===== config.mk =====
export PLATFORM = sky130hd
export DESIGN_NAME = snake_body_flat
export DESIGN_NICKNAME = d
export VERILOG_FILES = /design/src/rtl/snake_body_pkg.sv /design/src/rtl/snake_body_if.sv /design/src/rtl/snake_body_seg_hit.sv /design/src/rtl/snake_body.sv /design/src/flat_wrapper.sv
export SDC_FILE = /design/constraint.sdc
export NUM_CORES = 2
export LEC_CHECK = 0
export ABC_CLOCK_PERIOD_IN_PS = 7100
export BUFFER_PORTS_ARGS = -buffer_cell sky130_fd_sc_hd__buf_2
export CAP_MARGIN = 20
export CORE_UTILIZATION = 55
export CTS_CLUSTER_SIZE = 30
export DETAILED_ROUTE_END_ITERATION = 8
export PLACE_DENSITY = 0.68
export REMOVE_ABC_BUFFERS = 1
export SETUP_SLACK_MARGIN = 0.3
export SYNTH_ARGS = -nofsm -noshare
export SYNTH_HDL_FRONTEND = slang
export SYNTH_HIERARCHICAL = 1
export SYNTH_SLANG_ARGS = --single-unit

===== constraint.sdc =====
create_clock -name clk -period 7.1 [get_ports clk]
set_input_delay 1.42 -clock clk [delete_from_list [all_inputs] [get_ports clk]]
set_output_delay 1.42 -clock clk [all_outputs]
set_load 0.01 [all_outputs]

===== src/rtl/snake_body_pkg.sv =====
// Shared constants and FSM encoding for the snake body tracker.
package snake_pkg;
  localparam int CELL     = 10;
  localparam int MAX_LEN  = 32;
  localparam int INIT_LEN = 3;
  localparam int SCREEN_W = 640;
  localparam int SCREEN_H = 480;

  typedef enum logic [1:0] {
    IDLE = 2'd0,
    RUN  = 2'd1,
    DEAD = 2'd2
  } state_t;
endpackage


===== src/rtl/snake_body_if.sv =====
// Step/grow control, raster probe and status outputs of the snake body tracker.
interface snake_body_if;
  logic       step;
  logic [9:0] head_x;
  logic [9:0] head_y;
  logic       grow;
  logic       pause;
  logic [9:0] pixel_row;
  logic [9:0] pixel_column;
  logic       body_on;
  logic       self_hit;
  logic [5:0] length;

  modport master (
    output step, head_x, head_y, grow, pause, pixel_row, pixel_column,
    input  body_on, self_hit, length
  );

  modport slave (
    input  step, head_x, head_y, grow, pause, pixel_row, pixel_column,
    output body_on, self_hit, length
  );
endinterface


===== src/rtl/snake_body_seg_hit.sv =====
// One history entry: exact match against the head, and raster pixel inside its cell.
module seg_hit #(
  parameter int CELL = 10
) (
  input  logic [9:0] ent_x,
  input  logic [9:0] ent_y,
  input  logic [9:0] head_x,
  input  logic [9:0] head_y,
  input  logic [9:0] pix_x,
  input  logic [9:0] pix_y,
  output logic       pt_eq,
  output logic       in_box
);
  logic [10:0] x_hi;
  logic [10:0] y_hi;

  // Upper box edges carried in 11 bits so cells near 1023 do not wrap.
  assign x_hi = {1'b0, ent_x} + 11'(CELL - 1);
  assign y_hi = {1'b0, ent_y} + 11'(CELL - 1);

  assign pt_eq  = (head_x == ent_x) && (head_y == ent_y);
  assign in_box = (pix_x >= ent_x) && ({1'b0, pix_x} <= x_hi) &&
                  (pix_y >= ent_y) && ({1'b0, pix_y} <= y_hi);
endmodule


===== src/rtl/snake_body.sv =====
// Snake body history: circular head buffer, tail drop by length, self-collision, raster overlay.
// state | meaning: IDLE no step yet | RUN tracking | DEAD collided, frozen until reset
module snake_body #(
  parameter int MAX_LEN  = snake_pkg::MAX_LEN,
  parameter int INIT_LEN = snake_pkg::INIT_LEN,
  parameter int CELL     = snake_pkg::CELL
) (
  input logic         clk,
  input logic         reset,
  snake_body_if.slave bus
);
  import snake_pkg::*;

  localparam int         PTR_W      = $clog2(MAX_LEN);
  localparam logic [5:0] MAX_LEN_L  = 6'(MAX_LEN);
  localparam logic [5:0] INIT_LEN_L = 6'(INIT_LEN);

  state_t             state_q, state_d;
  logic [PTR_W-1:0]   wr_ptr_q, wr_ptr_d;
  logic [5:0]         filled_q, filled_d;
  logic [5:0]         length_q, length_d;
  logic               grow_pending_q, grow_pending_d;
  logic               self_hit_q, self_hit_d;
  logic               body_on_q, body_on_d;
  logic [19:0]        mem_q [MAX_LEN];
  logic [19:0]        mem_d [MAX_LEN];
  logic [MAX_LEN-1:0] live, pt_eq, in_box;
  logic               can_update, step_acc, hit, grow_now;
  logic [5:0]         filled_inc;

  for (genvar i = 0; i < MAX_LEN; i++) begin : gen_seg
    logic [PTR_W-1:0] age;
    assign age     = wr_ptr_q - PTR_W'(1) - PTR_W'(i);
    assign live[i] = 6'(age) < filled_q;

    seg_hit #(.CELL(CELL)) u_seg_hit (
      .ent_x  (mem_q[i][19:10]),
      .ent_y  (mem_q[i][9:0]),
      .head_x (bus.head_x),
      .head_y (bus.head_y),
      .pix_x  (bus.pixel_column),
      .pix_y  (bus.pixel_row),
      .pt_eq  (pt_eq[i]),
      .in_box (in_box[i])
    );
  end

  always_comb begin
    state_d        = state_q;
    wr_ptr_d       = wr_ptr_q;
    filled_d       = filled_q;
    length_d       = length_q;
    grow_pending_d = grow_pending_q;
    self_hit_d     = self_hit_q;
    mem_d          = mem_q;
    filled_inc     = filled_q + 6'd1;

    can_update = !bus.pause && (state_q != DEAD);
    step_acc   = can_update && bus.step;
    hit        = |(pt_eq & live);
    grow_now   = grow_pending_q || (can_update && bus.grow);

    if (can_update && bus.grow) grow_pending_d = 1'b1;

    if (step_acc) begin
      if (hit) begin
        self_hit_d = 1'b1;
        state_d    = DEAD;
      end else begin
        mem_d[wr_ptr_q] = {bus.head_x, bus.head_y};
        wr_ptr_d        = wr_ptr_q + PTR_W'(1);
        state_d         = RUN;
        if (grow_now) begin
          grow_pending_d = 1'b0;
          if (length_q < MAX_LEN_L) length_d = length_q + 6'd1;
        end
        // Fill is capped by the post-growth length so a growing step keeps the old tail.
        filled_d = (filled_inc > length_d) ? length_d : filled_inc;
      end
    end

    body_on_d = (state_q != IDLE) && |(in_box & live);
  end

  always_ff @(posedge clk) begin
    if (reset) begin
      state_q        <= IDLE;
      wr_ptr_q       <= '0;
      filled_q       <= '0;
      length_q       <= INIT_LEN_L;
      grow_pending_q <= 1'b0;
      self_hit_q     <= 1'b0;
      body_on_q      <= 1'b0;
    end else begin
      state_q        <= state_d;
      wr_ptr_q       <= wr_ptr_d;
      filled_q       <= filled_d;
      length_q       <= length_d;
      grow_pending_q <= grow_pending_d;
      self_hit_q     <= self_hit_d;
      body_on_q      <= body_on_d;
    end
  end

  // Entries outside the live window are masked, so the storage needs no reset.
  always_ff @(posedge clk) begin
    mem_q <= mem_d;
  end

  assign bus.body_on  = body_on_q;
  assign bus.self_hit = self_hit_q;
  assign bus.length   = length_q;
endmodule

===== src/flat_wrapper.sv =====
// flat-port wrapper written by rule: the top's interface ports become plain ports
module snake_body_flat import snake_pkg::*;
#(
  parameter int MAX_LEN  = snake_pkg::MAX_LEN,
  parameter int INIT_LEN = snake_pkg::INIT_LEN,
  parameter int CELL     = snake_pkg::CELL
)
  (clk, reset, bus_step, bus_head_x, bus_head_y, bus_grow, bus_pause, bus_pixel_row, bus_pixel_column, bus_body_on, bus_self_hit, bus_length);
  snake_body_if bus_i ();
  input logic clk;
  input logic reset;
  input wire logic [$bits(bus_i.step)-1:0] bus_step;
  input wire logic [$bits(bus_i.head_x)-1:0] bus_head_x;
  input wire logic [$bits(bus_i.head_y)-1:0] bus_head_y;
  input wire logic [$bits(bus_i.grow)-1:0] bus_grow;
  input wire logic [$bits(bus_i.pause)-1:0] bus_pause;
  input wire logic [$bits(bus_i.pixel_row)-1:0] bus_pixel_row;
  input wire logic [$bits(bus_i.pixel_column)-1:0] bus_pixel_column;
  output wire logic [$bits(bus_i.body_on)-1:0] bus_body_on;
  output wire logic [$bits(bus_i.self_hit)-1:0] bus_self_hit;
  output wire logic [$bits(bus_i.length)-1:0] bus_length;
  assign bus_i.step = bus_step;
  assign bus_i.head_x = bus_head_x;
  assign bus_i.head_y = bus_head_y;
  assign bus_i.grow = bus_grow;
  assign bus_i.pause = bus_pause;
  assign bus_i.pixel_row = bus_pixel_row;
  assign bus_i.pixel_column = bus_pixel_column;
  assign bus_body_on = bus_i.body_on;
  assign bus_self_hit = bus_i.self_hit;
  assign bus_length = bus_i.length;
  snake_body #(.MAX_LEN(MAX_LEN), .INIT_LEN(INIT_LEN), .CELL(CELL)) u_core (.clk(clk), .reset(reset), .bus(bus_i));
endmodule

# Yosys cells after proc, flatten, opt, wreduce, memory -nomap -nowiden
# Index checks and enable logic that the tools add are counted.
[word_totals]
elab_cells = 524
reg_bits = 662
out_inout_bits = 8
input_bits = 45
[op_classes]
eq_ne = 65
reduce_logical = 140
addsub = 99
bitwise = 4
n_mux = 13
order_cmp = 164
[op_table]
columns = ["cell", "n"]
rows = [
  ["adder 10 x 4 -> 11 bit, second input constant", 64],
  ["less-or-equal comparator 10 x 11 -> 1 bit", 64],
  ["bitwise mux 640 bit", 1],
  ["== test 10 bit", 64],
  ["greater-or-equal comparator 10 bit", 64],
  ["< comparator 5 x 6 -> 1 bit", 32],
  ["logical AND 1 bit", 133],
  ["demux 20 bit (select 5 bit)", 1],
  ["subtractor 5 bit, second input constant", 16],
  ["AND 32 bit", 2],
  ["OR reduction 32 bit", 2],
  ["subtractor 5 x 4 -> 5 bit, second input constant", 8],
  ["two-way mux 6 bit", 5],
  ["two-way mux 20 bit", 1],
  ["subtractor 5 x 3 -> 5 bit, second input constant", 4],
  ["adder 6 x 1 -> 6 bit, second input constant", 2],
  ["subtractor 5 x 1 -> 5 bit, second input constant", 2],
  ["subtractor 5 x 2 -> 5 bit, second input constant", 2],
  ["greater-or-equal comparator 6 bit, second input constant", 1],
  ["> comparator 6 bit", 1],
  ["< comparator 6 x 1 -> 1 bit, second input constant", 1],
  ["< comparator 6 bit, second input constant", 1],
  ["NOT 5 -> 6 bit", 1],
  ["adder 5 x 1 -> 5 bit, second input constant", 1],
  ["other kinds (8)", 12],
]

# Depth between registers and ports, before layout
[logic_depth]
ltp_word = 9
depth_mapped = 20
mapped_depth_nobuf = 18

# By module
# The synthesis kept the hierarchy.
[by_module_without_submodules]
columns = ["module", "seq_area_each_um2", "instances", "cells_per_inst", "area_each_um2"]
rows = [
  ["seg_hit", 0.0, 32, 180, 1437.6],
  ["snake_body", 19658.9, 1, 1258, 23721.5],
]

# Least setup slack after synthesis
# Ideal clock, no wire load.
[synth_timing]
path_kind = "register to register"
start = "register u_core.wr_ptr_q[0]"
end = "register u_core/mem_q[100] in the netlist's numbering (enable)"
path_slack_ns = 1.578
period_less_slack_ns = 5.522
setup_time_ns = 0.422
n_path_buf = 3
path_stages_with_launch = 19
arrival_ns = 5.099
t_required_ns = 6.678
cell_sequence = "dfxtp_1 > buf_4 > inv_1 > ha_1 > nand2_1 > nor2_1 > xnor2_1 > clkbuf_1 > xnor2_1 > inv_1 > ha_1 > a21oi_1 > o22a_1 > a22o_1 > a211oi_1 > and4_1 > nand4_1 > buf_2 > nor3_1"
[synth_between]
elab_chain_len = 7
elab_cells_between_ends = 68
classes_between = "add/sub: 32; order compare: 32; bitwise: 2; reduce/logical: 2"
[synth_lines]
columns = ["element", "line", "source"]
rows = [
  ["start, declared", "snake_body.sv:19", "logic [PTR_W-1:0] wr_ptr_q, wr_ptr_d;"],
  ["start signal, assigned", "snake_body.sv:96", "wr_ptr_q <= wr_ptr_d;"],
  ["subtractor 5 x 1 -> 5 bit *", "snake_body.sv:33", "assign age = wr_ptr_q - PTR_W'(1) - PTR_W'(i);"],
  ["net u_core.gen_seg[0].age[0]", "snake_body.sv:32", "logic [PTR_W-1:0] age;"],
  ["subtractor 5 x 1 -> 5 bit, or another cell as far along", "snake_body.sv:33", ""],
  ["< comparator 5 x 6 -> 1 bit", "snake_body.sv:34", "assign live[i] = 6'(age) < filled_q;"],
  ["AND 32 bit *", "snake_body.sv:60", "hit = |(pt_eq & live);"],
  ["OR reduction 32 bit *", "snake_body.sv:60", ""],
  ["NOT 1 bit (no source line) *", "n/a", ""],
  ["AND reduction 2 bit (no source line) *", "n/a", ""],
  ["end signal, assigned", "snake_body.sv:107", "mem_q <= mem_d;"],
  ["end, declared", "snake_body.sv:25", "logic [19:0] mem_q [MAX_LEN];"],
]
# The timed path passes the listed nets; every way through them passes the cells marked *.
# A chain may end at the register's enable or synchronous reset.

# Worst setup path in the final report
[layout_timing]
start = "register u_core.wr_ptr_q[0]"
end = "register u_core/mem_q[412] in the netlist's numbering (enable)"
# The elaborated chain is that of the path after synthesis.

==> results.sh <==
export IMPL_dieArea_um2=128000
export IMPL_synthAdderAreaFrac=0.254
export IMPL_utilization=0.604
export IMPL_grt_pass1_wl_um=334000
export IMPL_relSlewSlack=0.269
export IMPL_cts_tree="yes"
export IMPL_crit_slowest_cell="dfxtp_1"
export IMPL_power_density_nw_per_um2=138
export IMPL_skew_ns=0.0339
export IMPL_dp_hpwl_um=163000
export IMPL_routedWlPerCell_um=25.0
export IMPL_rr_worst_depth=19
export IMPL_worst_pin_slew_ns=1.09
export IMPL_nFillCells=10600
export IMPL_synth_compound_area_frac=0.133
export IMPL_cp_arrival_ns=6.38
export IMPL_grt_max_degree=55
export IMPL_yosysWarnings=6
export IMPL_clkSlewWorstSetupHoldPaths_ns=0.07
export IMPL_worstHoldPathCells=2
export IMPL_r2r_slack_ns=1.06
export IMPL_async_reset_ff_frac=0
export IMPL_vdd_drop_max_mv=0.216
export IMPL_grtUsageTotal=0.345
export IMPL_crit_path_end_kind="register"
export IMPL_slew_violations=0
export IMPL_holdWs_ns=0.469
export IMPL_cts_hold_fix_buffers=0
export IMPL_num_rows=130
export IMPL_vias=56600
export IMPL_dieWidth_um=358
export IMPL_synth_main_ff_cell="edfxtp_1"
export IMPL_numCtsBuffers=74
export IMPL_core_area_um2=126000
export IMPL_cp_required_ns=7.44
export IMPL_drtPass1Iterations=6
export IMPL_clock_fmax_mhz=165
export IMPL_cts_setup_buffers=0
export IMPL_p_leak_nw=32.2
export IMPL_dp_slack_ns=1.14
export IMPL_final_cells=8953
export IMPL_antenna_found_initial=4
export IMPL_clk_latency_ns=0.66
export IMPL_setup_viol=0
export IMPL_hp_start="u_core/state_q[0]$_SDFFE_PP0P_"
export IMPL_io_pins=53
export IMPL_path_max_fanout=16
export IMPL_nets=8706
export IMPL_start_util=0.555
export IMPL_synthMuxAreaShare=0.00205
export IMPL_crit_start="u_core/wr_ptr_q[0]$_SDFFE_PP0P_"
export IMPL_drive_gt1_frac=0.0787
export IMPL_syn_to_final_growth_pct=8.94
export IMPL_setup_ws_ns=1.06
export IMPL_status="finished clean"
export IMPL_yosys_area_share_simple=0.130
export IMPL_final_area_um2=76000
export IMPL_root_buffer="clkbuf_16"
export IMPL_synth_avg_cell_area_um2=9.94
export IMPL_hold_violations=0
export IMPL_synth_edff_count=640
export IMPL_postCtsResizedCells=0
export IMPL_wirelength_um=224000
export IMPL_fin_crit_sh=0.851
export IMPL_worstSetupPathType="register to register"
export IMPL_synth_cells=7018
export IMPL_r2r_start="u_core/wr_ptr_q[0]$_SDFFE_PP0P_"
export IMPL_viasPerCell=6.32
export IMPL_place_area_um2=73600
export IMPL_cts_max_path_buffers=3
export IMPL_syn_cell_area_um2=69700
export IMPL_initialDrtViolationCount=5213
export IMPL_synth_top_family_by_area="adder cells"
export IMPL_ys_seq_elements=662
export IMPL_numPortBuffers=52
export IMPL_synth_xor_area_frac=0.149
export IMPL_critPathMaxStageDelay_ns=0.61
export IMPL_worstSetupEndpoint="u_core/mem_q[412]$_DFFE_PP_"
export IMPL_finalSetupTns_ns=0
export IMPL_power_total_mw=10.5
export IMPL_rsz0062_at_grt="false"
export IMPL_rr_endpoint="u_core/mem_q[412]$_DFFE_PP_"
export IMPL_fin_crit_ns=6.04
export IMPL_gp_congestion=1.02
export IMPL_hold_class="register to register"
export IMPL_seq_area_frac_synth=0.282
export IMPL_clock_sinks=662
export IMPL_cap_violations=0
export IMPL_htree_levels=3
export IMPL_grt_pass1_vias=55000
export IMPL_gr_total_overflow=0
export IMPL_synth_distinct_cells=82
export IMPL_worstSetupStartpointType="register"
export IMPL_die_h_um=358
export IMPL_diodes=0
export IMPL_antenna_left=0
export IMPL_cp_cell_sequence="inv_1 -> ha_1 -> xnor2_1 -> buf_4 -> clkinv_1 -> a21oi_1 -> xor2_1 -> inv_1 -> ha_1 -> a21o_1 -> a21oi_1 -> o22a_1 -> a22o_1 -> a211oi_1 -> and4_1 -> nand4_1 -> buf_12 -> nor3_2 -> buf_4"
export IMPL_drcViolationCount=0
export IMPL_place_inst=8817
-- sequential cells by signal, summed over array words and instances (netlist names) --
register	count
u_core/wr_ptr_q	5
u_core/filled_q	6
u_core/bus.length	6
u_core/state_q	2
u_core/mem_q	640
u_core/bus.body_on	1
u_core/grow_pending_q	1
u_core/bus.self_hit	1
-- worst min-delay path by stage --
stage / to / slack [ns]
2_1_floorplan: u_core/state_q[0]$_SDFFE_PP0P_ / 0.44
3_3_place_gp: u_core/state_q[0]$_SDFFE_PP0P_ / 0.45
3_5_place_dp: u_core/state_q[0]$_SDFFE_PP0P_ / 0.46
4_1_cts: u_core/state_q[0]$_SDFFE_PP0P_ / 0.47
5_1_grt: u_core/state_q[0]$_SDFFE_PP0P_ / 0.50
6_report: u_core/state_q[0]$_SDFFE_PP0P_ / 0.47
-- synthesized netlist by cell type (all sizes together), types with 116 or more instances --
master	instances	area, um^2
ha	1417	17700
inv	846	3180
xnor2	791	6930
edfxtp	640	19200
xor2	393	3440
a21oi	287	1560
nor3	273	1890
nand3	259	1310
nand4	204	1280
nand2	168	631
nor2	168	631
nor4	163	1230
o211ai	142	1070
a211oi	137	1030
o21a	131	983
o21ai	116	584
-- logic make-up (layout without fill, tap and decap cells) --
logic type	after synthesis	count (layout)
fa+ha+maj	1417	1417
simple gates	1522	1522
mux	13	13
flops	662	662
xor+xnor	1184	1184
buf+inv	910	1195
compound gates	1310	1310
-- cell type report --
class                   count  area, um^2  area share
clock inverters            49         449     0.00591
clock buffers              86        1940      0.0255
inverters                 852        3200      0.0421
repair buffers            208        1880      0.0247
multi-input cells        5446       46800       0.616
well taps                1650        2060      0.0272
flip-flops and latches    662       19700       0.259
-- per-layer routing --
layer  vias to the layer above  wire (um)  global-route usage
met5                         -         22                   0
met4                         4       9760               0.138
met3                       460      19000              0.0583
met2                      2285      99600               0.550
met1                     27400      95500               0.463
li1                      26500          -                   -
-- critical path: cells and delay by family (launching register included) --
kind	cells	cell delay, ns
AOI/OAI and AO/OA	6	1.37
xor gates and xnor gates	2	0.38
adders and majority gates	2	0.60
buffers and inverters	6	1.47
DFF	1	0.61
and+or+nand+nor	3	1.28
-- where the power goes --
part / switching (mW) / leakage, nW / total [mW] / internal (mW)
Sequential: 0.0290 / 5.94 / 4.33 / 4.30
Combinational: 1.48 / 25.1 / 2.34 / 0.858
Clock: 1.67 / 1.14 / 3.84 / 2.16
Total: 3.18 / 32.2 / 10.5 / 7.32
-- cells in the final DEF, fill, tap and decap left out, types with 168 or more instances in the layout --
cell type	instances
inv_1	814
nor2_1	168
xor2_1	393
edfxtp_1	640
nor3_1	177
ha_1	1417
nand3_1	258
nand4_1	204
xnor2_1	789
nand2_1	168
a21oi_1	255
(Power assumes the default switching activity.)
